### config.mk
export PLATFORM = sky130hd
export DESIGN_NAME = cvxif_copro_responder_flat
export DESIGN_NICKNAME = d
export VERILOG_FILES = /design/src/rtl/cvxif_copro_pkg.sv /design/src/rtl/cvxif_copro_if.sv /design/src/rtl/cvxif_copro_decoder.sv /design/src/rtl/cvxif_copro_responder.sv /design/src/flat_wrapper.sv
export SDC_FILE = /design/constraint.sdc
export NUM_CORES = 1
export LEC_CHECK = 0
export CAP_MARGIN = 20
export CORE_ASPECT_RATIO = 2
export CORE_MARGIN = 5
export CORE_UTILIZATION = 35
export DETAILED_ROUTE_END_ITERATION = 10
export DONT_BUFFER_PORTS = 1
export GPL_TIMING_DRIVEN = 0
export PLACE_DENSITY = 0.56
export SLEW_MARGIN = 20
export SYNTH_ARGS = -nofsm -noshare
export SYNTH_HDL_FRONTEND = slang
export SYNTH_SLANG_ARGS = --single-unit
### constraint.sdc
create_clock -name clk_i -period 6.2 [get_ports clk_i]
set_clock_uncertainty 0.05 [all_clocks]
set_input_delay 0.93 -clock clk_i [delete_from_list [all_inputs] [get_ports clk_i]]
set_output_delay 0.93 -clock clk_i [all_outputs]
set_load 0.02 [all_outputs]
### src/rtl/cvxif_copro_pkg.sv
// -----------------------------------------------------------------------------
// cvxif_copro_pkg
// Shared types and constants for the CV-X-IF coprocessor responder:
//   cva6_cfg_t / cva6_cfg_empty : minimal core configuration (XLEN, id width)
//   OPCODE_CUSTOM0, F3_*        : custom-0 instruction encodings
//   copro_op_e                  : decoded operation
//   copro_entry_t               : one pending-instruction queue slot
//   state_e                     : execute FSM states
// Optional feature macro: CVXIF_COPRO_MAC_EN (enables CUS_MAC / CUS_CLRACC).
// -----------------------------------------------------------------------------
package cvxif_copro_pkg;

    typedef struct packed {
        int unsigned XLEN;
        int unsigned TRANS_ID_BITS;
    } cva6_cfg_t;

    localparam cva6_cfg_t cva6_cfg_empty = '{XLEN: 32, TRANS_ID_BITS: 4};

    // Queue slots store ids at this fixed width; narrower ids are zero-extended.
    localparam int unsigned ID_MAX_W = 8;

    localparam logic [6:0] OPCODE_CUSTOM0 = 7'b0001011;
    localparam logic [2:0] F3_ADD         = 3'b000;
    localparam logic [2:0] F3_NOP         = 3'b001;
    localparam logic [2:0] F3_SUB         = 3'b010;
    localparam logic [2:0] F3_MAC         = 3'b100;
    localparam logic [2:0] F3_CLRACC      = 3'b101;

    typedef enum logic [2:0] {
        OP_NOP,
        OP_ADD,
        OP_SUB,
        OP_MAC,
        OP_CLRACC
    } copro_op_e;

    typedef struct packed {
        logic [ID_MAX_W-1:0] id;
        logic [4:0]          rd;
        copro_op_e           op;
        logic                writeback;
        logic                has_ops;
        logic                committed;
        logic                killed;
    } copro_entry_t;

    typedef enum logic [1:0] {
        S_IDLE,
        S_EXEC,
        S_RESULT
    } state_e;

endpackage

### src/rtl/cvxif_copro_if.sv
// -----------------------------------------------------------------------------
// cvxif_copro_if
// Bundles the issue / register / commit / result channels between the core
// (master modport) and the coprocessor responder (slave modport). Signal
// names carry the coprocessor's point of view (_i into the coprocessor).
//   issue_*    : instruction offer and decode answer
//   register_* : rs1/rs2 operand transfer
//   commit_*   : commit or kill of an issued instruction
//   result_*   : write-back result with valid/ready handshake
// -----------------------------------------------------------------------------
interface cvxif_copro_if #(
    parameter int unsigned XLEN = 32,
    parameter int unsigned ID_W = 4
);
    logic                      issue_valid_i;
    logic                      issue_ready_o;
    logic [31:0]               issue_instr_i;
    logic [ID_W-1:0]           issue_id_i;
    logic                      issue_accept_o;
    logic                      issue_writeback_o;
    logic [1:0]                issue_regread_o;

    logic                      register_valid_i;
    logic                      register_ready_o;
    logic [ID_W-1:0]           register_id_i;
    logic [1:0][XLEN-1:0]      register_rs_i;

    logic                      commit_valid_i;
    logic [ID_W-1:0]           commit_id_i;
    logic                      commit_kill_i;

    logic                      result_valid_o;
    logic                      result_ready_i;
    logic [ID_W-1:0]           result_id_o;
    logic [XLEN-1:0]           result_data_o;
    logic [4:0]                result_rd_o;
    logic                      result_we_o;

    modport master (
        output issue_valid_i, issue_instr_i, issue_id_i,
        input  issue_ready_o, issue_accept_o, issue_writeback_o, issue_regread_o,
        output register_valid_i, register_id_i, register_rs_i,
        input  register_ready_o,
        output commit_valid_i, commit_id_i, commit_kill_i,
        input  result_valid_o, result_id_o, result_data_o, result_rd_o, result_we_o,
        output result_ready_i
    );

    modport slave (
        input  issue_valid_i, issue_instr_i, issue_id_i,
        output issue_ready_o, issue_accept_o, issue_writeback_o, issue_regread_o,
        input  register_valid_i, register_id_i, register_rs_i,
        output register_ready_o,
        input  commit_valid_i, commit_id_i, commit_kill_i,
        output result_valid_o, result_id_o, result_data_o, result_rd_o, result_we_o,
        input  result_ready_i
    );
endinterface

### src/rtl/cvxif_copro_decoder.sv
// -----------------------------------------------------------------------------
// cvxif_copro_decoder
// Combinational decode of the custom-0 instruction set.
//   opcode_i, funct3_i : instruction fields
//   accept_o           : instruction recognised
//   writeback_o        : instruction writes rd
//   regread_o          : rs2/rs1 operands needed
//   op_o               : decoded operation
// Optional feature macro: CVXIF_COPRO_MAC_EN (accepts CUS_MAC / CUS_CLRACC).
// -----------------------------------------------------------------------------
module cvxif_copro_decoder
    import cvxif_copro_pkg::*;
(
    input  logic [6:0] opcode_i,
    input  logic [2:0] funct3_i,
    output logic       accept_o,
    output logic       writeback_o,
    output logic [1:0] regread_o,
    output copro_op_e  op_o
);

    always_comb begin
        accept_o    = 1'b0;
        writeback_o = 1'b0;
        regread_o   = 2'b00;
        op_o        = OP_NOP;
        if (opcode_i == OPCODE_CUSTOM0) begin
            unique case (funct3_i)
                F3_ADD: begin
                    accept_o    = 1'b1;
                    writeback_o = 1'b1;
                    regread_o   = 2'b11;
                    op_o        = OP_ADD;
                end
                F3_SUB: begin
                    accept_o    = 1'b1;
                    writeback_o = 1'b1;
                    regread_o   = 2'b11;
                    op_o        = OP_SUB;
                end
                F3_NOP: begin
                    accept_o    = 1'b1;
                    op_o        = OP_NOP;
                end
`ifdef CVXIF_COPRO_MAC_EN
                F3_MAC: begin
                    accept_o    = 1'b1;
                    writeback_o = 1'b1;
                    regread_o   = 2'b11;
                    op_o        = OP_MAC;
                end
                F3_CLRACC: begin
                    accept_o    = 1'b1;
                    writeback_o = 1'b1;
                    op_o        = OP_CLRACC;
                end
`endif
                default: ;
            endcase
        end
    end

endmodule

### src/rtl/cvxif_copro_responder.sv
// -----------------------------------------------------------------------------
// cvxif_copro_responder
// Coprocessor-side CV-X-IF responder: in-order pending queue, operand capture,
// commit/kill tracking and a head-of-queue execute FSM producing results.
//   clk_i  : clock
//   rst_ni : asynchronous reset, active low
//   x_if   : cvxif_copro_if slave modport (issue/register/commit/result)
// Parameters: CVA6Cfg (XLEN, TRANS_ID_BITS), NrEntries (power of 2, >=2),
//             ExecLatency (>=1).
// Optional feature macro: CVXIF_COPRO_MAC_EN (multiply-accumulate unit).
// -----------------------------------------------------------------------------
module cvxif_copro_responder
    import cvxif_copro_pkg::*;
#(
    parameter cva6_cfg_t   CVA6Cfg     = cva6_cfg_empty,
    parameter int unsigned NrEntries   = 4,
    parameter int unsigned ExecLatency = 2
) (
    input  logic clk_i,
    input  logic rst_ni,
    cvxif_copro_if.slave x_if
);

    localparam int unsigned XLEN = CVA6Cfg.XLEN;
    localparam int unsigned IdW  = CVA6Cfg.TRANS_ID_BITS;
    localparam int unsigned PtrW = $clog2(NrEntries);
    localparam int unsigned CntW = (ExecLatency > 1) ? $clog2(ExecLatency) : 1;

    copro_entry_t    q     [NrEntries];
    logic [XLEN-1:0] rs1_q [NrEntries];
    logic [XLEN-1:0] rs2_q [NrEntries];
    logic [PtrW-1:0] head_q, tail_q;
    logic [PtrW:0]   count_q;

    state_e          state_q, state_d;
    logic [CntW-1:0] cnt_q, cnt_d;

    logic            dec_accept, dec_writeback;
    logic [1:0]      dec_regread;
    copro_op_e       dec_op;

    logic            full, alloc, pop, load_result;
    logic            reg_hit, reg_fire;
    logic [PtrW-1:0] reg_idx;
    logic [ID_MAX_W-1:0] reg_target_id;
    logic            com_found, com_hit, com_fire;
    logic [PtrW-1:0] com_idx;
    copro_entry_t    head_e, new_e;
    logic [XLEN-1:0] result_value;

    logic [IdW-1:0]  res_id_q;
    logic [XLEN-1:0] res_data_q;
    logic [4:0]      res_rd_q;
    logic            res_we_q;

    logic            unused_instr_bits;
    assign unused_instr_bits = ^x_if.issue_instr_i[31:15];

    function automatic logic [PtrW-1:0] slot_of(input logic [PtrW-1:0] base, input int offs);
        return base + PtrW'(offs);
    endfunction

    cvxif_copro_decoder u_decoder (
        .opcode_i    (x_if.issue_instr_i[6:0]),
        .funct3_i    (x_if.issue_instr_i[14:12]),
        .accept_o    (dec_accept),
        .writeback_o (dec_writeback),
        .regread_o   (dec_regread),
        .op_o        (dec_op)
    );

    // Full is taken from the registered count only; a pop in the same
    // cycle does not reopen the issue port until it has registered.
    assign full  = (count_q == (PtrW + 1)'(NrEntries));
    assign alloc = x_if.issue_valid_i && !full && dec_accept;

    always_comb begin
        new_e           = '0;
        new_e.id        = ID_MAX_W'(x_if.issue_id_i);
        new_e.rd        = x_if.issue_instr_i[11:7];
        new_e.op        = dec_op;
        new_e.writeback = dec_writeback;
        new_e.has_ops   = (dec_regread == 2'b00);
    end

    // Operands go to the oldest entry still waiting for them; an entry
    // being allocated this cycle is the youngest candidate.
    always_comb begin
        reg_hit       = 1'b0;
        reg_idx       = tail_q;
        reg_target_id = new_e.id;
        for (int i = 0; i < int'(NrEntries); i++) begin
            if (!reg_hit && (i < int'(count_q)) && !q[slot_of(head_q, i)].has_ops) begin
                reg_hit       = 1'b1;
                reg_idx       = slot_of(head_q, i);
                reg_target_id = q[slot_of(head_q, i)].id;
            end
        end
        if (!reg_hit && alloc && (dec_regread != 2'b00)) begin
            reg_hit = 1'b1;
            reg_idx = tail_q;
        end
    end

    assign reg_fire = x_if.register_valid_i && reg_hit;

    // Commit lookup by id; the first id match wins and is ignored if that
    // entry was already committed or killed.
    always_comb begin
        com_found = 1'b0;
        com_hit   = 1'b0;
        com_idx   = tail_q;
        for (int i = 0; i < int'(NrEntries); i++) begin
            if (!com_found && (i < int'(count_q)) &&
                (q[slot_of(head_q, i)].id == ID_MAX_W'(x_if.commit_id_i))) begin
                com_found = 1'b1;
                com_hit   = !q[slot_of(head_q, i)].committed;
                com_idx   = slot_of(head_q, i);
            end
        end
        if (!com_found && alloc && (x_if.issue_id_i == x_if.commit_id_i)) begin
            com_hit = 1'b1;
            com_idx = tail_q;
        end
    end

    assign com_fire = x_if.commit_valid_i && com_hit;

    always_ff @(posedge clk_i or negedge rst_ni) begin
        if (!rst_ni) begin
            head_q  <= '0;
            tail_q  <= '0;
            count_q <= '0;
            for (int i = 0; i < int'(NrEntries); i++) begin
                q[i]     <= '0;
                rs1_q[i] <= '0;
                rs2_q[i] <= '0;
            end
        end else begin
            if (alloc) begin
                q[tail_q] <= new_e;
                tail_q    <= tail_q + PtrW'(1);
            end
            if (reg_fire) begin
                q[reg_idx].has_ops <= 1'b1;
                rs1_q[reg_idx]     <= x_if.register_rs_i[0];
                rs2_q[reg_idx]     <= x_if.register_rs_i[1];
            end
            if (com_fire) begin
                q[com_idx].committed <= 1'b1;
                q[com_idx].killed    <= x_if.commit_kill_i;
            end
            if (pop) begin
                head_q <= head_q + PtrW'(1);
            end
            unique case ({alloc, pop})
                2'b10:   count_q <= count_q + (PtrW + 1)'(1);
                2'b01:   count_q <= count_q - (PtrW + 1)'(1);
                default: ;
            endcase
        end
    end

    assign head_e = q[head_q];

    always_ff @(posedge clk_i or negedge rst_ni) begin
        if (!rst_ni) begin
            state_q <= S_IDLE;
            cnt_q   <= '0;
        end else begin
            state_q <= state_d;
            cnt_q   <= cnt_d;
        end
    end

    // Killed entries and committed non-writeback entries leave straight
    // from IDLE; everything else runs the fixed-latency execute path.
    always_comb begin
        state_d     = state_q;
        cnt_d       = cnt_q;
        pop         = 1'b0;
        load_result = 1'b0;
        unique case (state_q)
            S_IDLE: begin
                if (count_q != '0) begin
                    if (head_e.killed) begin
                        pop = 1'b1;
                    end else if (head_e.committed && !head_e.writeback) begin
                        pop = 1'b1;
                    end else if (head_e.committed && head_e.has_ops) begin
                        state_d = S_EXEC;
                        cnt_d   = CntW'(ExecLatency - 1);
                    end
                end
            end
            S_EXEC: begin
                if (cnt_q == '0) begin
                    state_d     = S_RESULT;
                    load_result = 1'b1;
                end else begin
                    cnt_d = cnt_q - CntW'(1);
                end
            end
            S_RESULT: begin
                if (x_if.result_ready_i) begin
                    pop     = 1'b1;
                    state_d = S_IDLE;
                end
            end
            default: state_d = S_IDLE;
        endcase
    end

`ifdef CVXIF_COPRO_MAC_EN
    logic [XLEN-1:0] acc_q;

    always_comb begin
        result_value = '0;
        unique case (head_e.op)
            OP_ADD:  result_value = rs1_q[head_q] + rs2_q[head_q];
            OP_SUB:  result_value = rs1_q[head_q] - rs2_q[head_q];
            OP_MAC:  result_value = acc_q + rs1_q[head_q] * rs2_q[head_q];
            default: result_value = '0;
        endcase
    end

    // The accumulator takes the same value that is reported as the result.
    always_ff @(posedge clk_i or negedge rst_ni) begin
        if (!rst_ni) begin
            acc_q <= '0;
        end else if (load_result && ((head_e.op == OP_MAC) || (head_e.op == OP_CLRACC))) begin
            acc_q <= result_value;
        end
    end
`else
    always_comb begin
        result_value = '0;
        unique case (head_e.op)
            OP_ADD:  result_value = rs1_q[head_q] + rs2_q[head_q];
            OP_SUB:  result_value = rs1_q[head_q] - rs2_q[head_q];
            default: result_value = '0;
        endcase
    end
`endif

    // Result fields are captured once on entering RESULT so they stay
    // stable while the core stalls, and return to zero after the pop.
    always_ff @(posedge clk_i or negedge rst_ni) begin
        if (!rst_ni) begin
            res_id_q   <= '0;
            res_data_q <= '0;
            res_rd_q   <= '0;
            res_we_q   <= 1'b0;
        end else if (load_result) begin
            res_id_q   <= head_e.id[IdW-1:0];
            res_data_q <= result_value;
            res_rd_q   <= head_e.rd;
            res_we_q   <= head_e.writeback;
        end else if ((state_q == S_RESULT) && pop) begin
            res_id_q   <= '0;
            res_data_q <= '0;
            res_rd_q   <= '0;
            res_we_q   <= 1'b0;
        end
    end

    assign x_if.issue_ready_o     = !full;
    assign x_if.issue_accept_o    = dec_accept;
    assign x_if.issue_writeback_o = dec_writeback;
    assign x_if.issue_regread_o   = dec_regread;
    assign x_if.register_ready_o  = reg_hit;
    assign x_if.result_valid_o    = (state_q == S_RESULT);
    assign x_if.result_id_o       = res_id_q;
    assign x_if.result_data_o     = res_data_q;
    assign x_if.result_rd_o       = res_rd_q;
    assign x_if.result_we_o       = res_we_q;

`ifndef SYNTHESIS
    register_id_matches: assert property (@(posedge clk_i) disable iff (!rst_ni)
        reg_fire |-> (reg_target_id == ID_MAX_W'(x_if.register_id_i)));
`endif

endmodule
### src/flat_wrapper.sv
// flat-port wrapper written by rule: the top's interface ports become plain ports
module cvxif_copro_responder_flat import cvxif_copro_pkg::*;
#(
    parameter cva6_cfg_t   CVA6Cfg     = cva6_cfg_empty,
    parameter int unsigned NrEntries   = 4,
    parameter int unsigned ExecLatency = 2
)
  (clk_i, rst_ni, x_if_issue_valid_i, x_if_issue_instr_i, x_if_issue_id_i, x_if_issue_ready_o, x_if_issue_accept_o, x_if_issue_writeback_o, x_if_issue_regread_o, x_if_register_valid_i, x_if_register_id_i, x_if_register_rs_i, x_if_register_ready_o, x_if_commit_valid_i, x_if_commit_id_i, x_if_commit_kill_i, x_if_result_valid_o, x_if_result_id_o, x_if_result_data_o, x_if_result_rd_o, x_if_result_we_o, x_if_result_ready_i);
  cvxif_copro_if x_if_i ();
  input  logic clk_i;
  input  logic rst_ni;
  input wire logic [$bits(x_if_i.issue_valid_i)-1:0] x_if_issue_valid_i;
  input wire logic [$bits(x_if_i.issue_instr_i)-1:0] x_if_issue_instr_i;
  input wire logic [$bits(x_if_i.issue_id_i)-1:0] x_if_issue_id_i;
  output wire logic [$bits(x_if_i.issue_ready_o)-1:0] x_if_issue_ready_o;
  output wire logic [$bits(x_if_i.issue_accept_o)-1:0] x_if_issue_accept_o;
  output wire logic [$bits(x_if_i.issue_writeback_o)-1:0] x_if_issue_writeback_o;
  output wire logic [$bits(x_if_i.issue_regread_o)-1:0] x_if_issue_regread_o;
  input wire logic [$bits(x_if_i.register_valid_i)-1:0] x_if_register_valid_i;
  input wire logic [$bits(x_if_i.register_id_i)-1:0] x_if_register_id_i;
  input wire logic [$bits(x_if_i.register_rs_i)-1:0] x_if_register_rs_i;
  output wire logic [$bits(x_if_i.register_ready_o)-1:0] x_if_register_ready_o;
  input wire logic [$bits(x_if_i.commit_valid_i)-1:0] x_if_commit_valid_i;
  input wire logic [$bits(x_if_i.commit_id_i)-1:0] x_if_commit_id_i;
  input wire logic [$bits(x_if_i.commit_kill_i)-1:0] x_if_commit_kill_i;
  output wire logic [$bits(x_if_i.result_valid_o)-1:0] x_if_result_valid_o;
  output wire logic [$bits(x_if_i.result_id_o)-1:0] x_if_result_id_o;
  output wire logic [$bits(x_if_i.result_data_o)-1:0] x_if_result_data_o;
  output wire logic [$bits(x_if_i.result_rd_o)-1:0] x_if_result_rd_o;
  output wire logic [$bits(x_if_i.result_we_o)-1:0] x_if_result_we_o;
  input wire logic [$bits(x_if_i.result_ready_i)-1:0] x_if_result_ready_i;
  assign x_if_i.issue_valid_i = x_if_issue_valid_i;
  assign x_if_i.issue_instr_i = x_if_issue_instr_i;
  assign x_if_i.issue_id_i = x_if_issue_id_i;
  assign x_if_issue_ready_o = x_if_i.issue_ready_o;
  assign x_if_issue_accept_o = x_if_i.issue_accept_o;
  assign x_if_issue_writeback_o = x_if_i.issue_writeback_o;
  assign x_if_issue_regread_o = x_if_i.issue_regread_o;
  assign x_if_i.register_valid_i = x_if_register_valid_i;
  assign x_if_i.register_id_i = x_if_register_id_i;
  assign x_if_i.register_rs_i = x_if_register_rs_i;
  assign x_if_register_ready_o = x_if_i.register_ready_o;
  assign x_if_i.commit_valid_i = x_if_commit_valid_i;
  assign x_if_i.commit_id_i = x_if_commit_id_i;
  assign x_if_i.commit_kill_i = x_if_commit_kill_i;
  assign x_if_result_valid_o = x_if_i.result_valid_o;
  assign x_if_result_id_o = x_if_i.result_id_o;
  assign x_if_result_data_o = x_if_i.result_data_o;
  assign x_if_result_rd_o = x_if_i.result_rd_o;
  assign x_if_result_we_o = x_if_i.result_we_o;
  assign x_if_i.result_ready_i = x_if_result_ready_i;
  cvxif_copro_responder #(.CVA6Cfg(CVA6Cfg), .NrEntries(NrEntries), .ExecLatency(ExecLatency)) u_core (.clk_i(clk_i), .rst_ni(rst_ni), .x_if(x_if_i));
endmodule
==> reports/qor.yml <==
slowest_stage: "a311o_1"
static-leakage-power_nw: 9.27
dpl_cell_area_um2: 20000
yosys.area_share.simple: 0.0561
antenna_found_initial: 0
critPathCaptureType: "register"
synth_nets: 1608
clock-sinks: 368
p_clk_frac: 0.160
clock_path_buffers: 3
grt_pass1_vias: 13300
ir_drop_mv: 0.283
synth_flop_cell: "dfrtp_1"
overflow: 0
synth_compound_area_frac: 0.0750
syn2layout_area_growth_pct: 11.1
timing.hold.ws_ps: 77.9
cts_resized: 33
fmax_ghz: 0.168
cts-root-buf: "clkbuf_16"
slew_viol_final: 0
port_buffers: 0
start_util: 0.352
pin_count: 164
synth_top_area_cell: "dfrtp_1"
internal_power_mw: 8.23
finalHoldViolCount: 0
crit_chain: "buf_2, buf_6, buf_4, buf_4, buf_6, clkbuf_8, mux4_2, inv_1, ha_1, clkbuf_4, mux2_2, inv_1, ha_1, nor2b_1, o31ai_2, a211oi_1, a21o_1, a311o_1, a31o_2, a41oi_1, xor2_1, o21ai_0"
hpwlAfterDp_mm: 40.5
cts_hold_buf: 0
cts_tree: "done"
synth-seq-area-share: 0.482
critPathBufInv: 9
critPathKind: "register to register"
antenna_cells: 0
crit_fanout: 19
first_pass_iters: 5
max_stage_delay_ps: 430
drv_cap: 0
grt_setup_unrepaired: "no"
insertion_delay_ps: 550
grt_first_pass_wirelength_mm: 81.7
timing.setup.tns_ps: 0
p_sw_frac: 0.400
crit_path_start_kind: "register"
rows: 121
die_y_um: 340
synthCells: 1450
synth_cell_types: 71
avgViaCountPerCell: 5.47
p_comb_frac: 0.566
grt_max_degree: 369
async_flop_share: 1.00
ant_nets: 0
p_seq_frac: 0.273
period_share: 0.958
critPathTopFamily: "buffers and inverters"
syn-cell-area_um2: 19100
syn_avg_cell_area_um2: 13.2
dp.cells: 2127
layout_common_cells: "dfrtp_1, mux2_2, mux4_2, nand2_1, o21ai_0"
dpl_worst_slack_ps: -2350
cts_setup_buffers: 0
ys_top_cells_by_area: "dfrtp_1, mux2_2, mux4_2"
path_clk_slew_ps: 60
drt_wl_total_mm: 53.6
dieArea_um2: 59600
tightest_slew_ps: 1210
cp.arrival_ps: 6300
h-tree-depth: 2
drc: 0
min-delay-path-class: "primary input to async pin"
crit_required_ps: 6560
ys.warnings.count: 0
drive_above_1_share: 0.340
yosys_register_bits: 368
maxSlewHeadroom: 0.191
drt_iter0_markers: 550
num_vias: 12000
wl_per_cell_um: 24.5
p_switching_mw: 5.49
synth_edf_count: 0
die-width_um: 175
fin_cells: 2190
yosysTopAreaCellShare: 0.482
synth_fa_ha_area_frac: 0.0286
core-area_um2: 54400
nNetsFinal: 1645
setup_viol: 0
cts_buffers: 38
grt_usage: 0.180
status: "finished clean"
stdcell_area_um2: 21200
period_needed_ps: 5940
final_common_cell: "dfrtp_1"
synth_mux_area_frac: 0.295
synth_top_family_by_area: "multiplexers"
synth_xor_area_frac: 0.0367
gp_congestion: 0.874
power_per_cell_area_nw_per_um2: 646
fin_ws_ps: 258
==> synthesized netlist by cell type, types with 10 or more instances <==
cell,count
nor2_1,45
ha_1,42
clkbuf_1,24
nand3_1,15
nand2_1,88
dfrtp_1,368
a21o_1,28
inv_1,27
o21ai_0,56
a21oi_1,51
xor2_1,25
nor3_1,14
a31oi_1,10
a22o_1,14
mux4_2,88
nand2b_1,12
mux2i_1,16
mux2_2,293
xnor2_1,55
buf_2,44
==> through the flow <==
| step | total power [mW] | util |
|---|---|---|
| finish | 13.7 | 0.391 |
| global route | 14.7 | 0.391 |
| CTS | 13.9 | 0.390 |
| detailed placement | 11.5 | 0.367 |
| global placement | 11.3 | 0.367 |
| floorplan | 9.54 | - |
==> power by group through the flow <==
stage	logic, mW	clock network [mW]	registers, mW
6_report	7.76	2.20	3.75
5_1_grt	8.48	2.36	3.85
4_1_cts	7.83	2.27	3.75
3_5_place_dp	7.73	0	3.80
3_3_place_gp	7.61	0	3.72
2_1_floorplan	5.92	0	3.62
==> area by class of cell <==
class	count	area, um2
clock buffers	51	1050
multi-input cells	974	9420
inverters	27	101
well taps	676	846
plain buffers	77	480
fillers	5101	33100
repair buffers	1	7.51
clock inverters	16	116
flip-flops and latches	368	9210
==> final timing paths <==
| path | startpoint | cells past startpoint | slack (ps) | to |
|---|---|---|---|---|
| min in group clk_i | u_core.q[43] | 2 | 430 | u_core.q[43] |
| max | u_core.head_q[1] | 22 | 260 | u_core.x_if.result_data_o[27] |
| min | rst_ni | 0 | 80 | u_core.q[34] |
| max in group asynchronous | rst_ni | 0 | 5050 | u_core.x_if.result_id_o[3] |
| min reg2reg | u_core.q[43] | 2 | 430 | u_core.q[43] |
| max reg2reg | u_core.head_q[1] | 22 | 260 | u_core.x_if.result_data_o[27] |
==> layer usage <==
| layer | share of wire | track usage | vias up |
|---|---|---|---|
| met5 | 0 | 0 | - |
| met4 | 0.050 | 0.0818 | 0 |
| met3 | 0.064 | 0.0488 | 112 |
| met2 | 0.53 | 0.333 | 300 |
| met1 | 0.35 | 0.187 | 6138 |
| li1 | - | - | 5429 |
==> state kept, by name, indices dropped and copies added, names as in the netlist <==
signal                     cells
u_core.cnt_q                   1
u_core.count_q                 3
u_core.head_q                  2
u_core.q                      60
u_core.rs1_q                 128
u_core.rs2_q                 128
u_core.state_q                 2
u_core.tail_q                  2
u_core.x_if.result_data_o     32
u_core.x_if.result_id_o        4
u_core.x_if.result_rd_o        5
u_core.x_if.result_we_o        1
==> worst register-to-register path: stages, from the launching register on <==
cell      delay (ps)
dfrtp_1          310
buf_2            280
buf_6            240
buf_4            250
buf_4            280
buf_6            260
clkbuf_8         270
mux4_2           310
inv_1             90
ha_1             260
clkbuf_4         290
mux2_2           410
inv_1             70
ha_1             210
nor2b_1          140
o31ai_2          310
a211oi_1         190
a21o_1           310
a311o_1          430
a31o_2           320
a41oi_1          260
xor2_1           210
o21ai_0          100
==> cell families after synthesis <==
family | Yosys count
AO/OA/AOI/OAI | 218
XOR/XNOR | 80
adder cells (fa/ha/maj) | 43
buffers and inverters | 108
flip-flops | 368
multiplexers | 409
AND/OR/NAND/NOR | 224
Power figures use the tool's default switching activity.
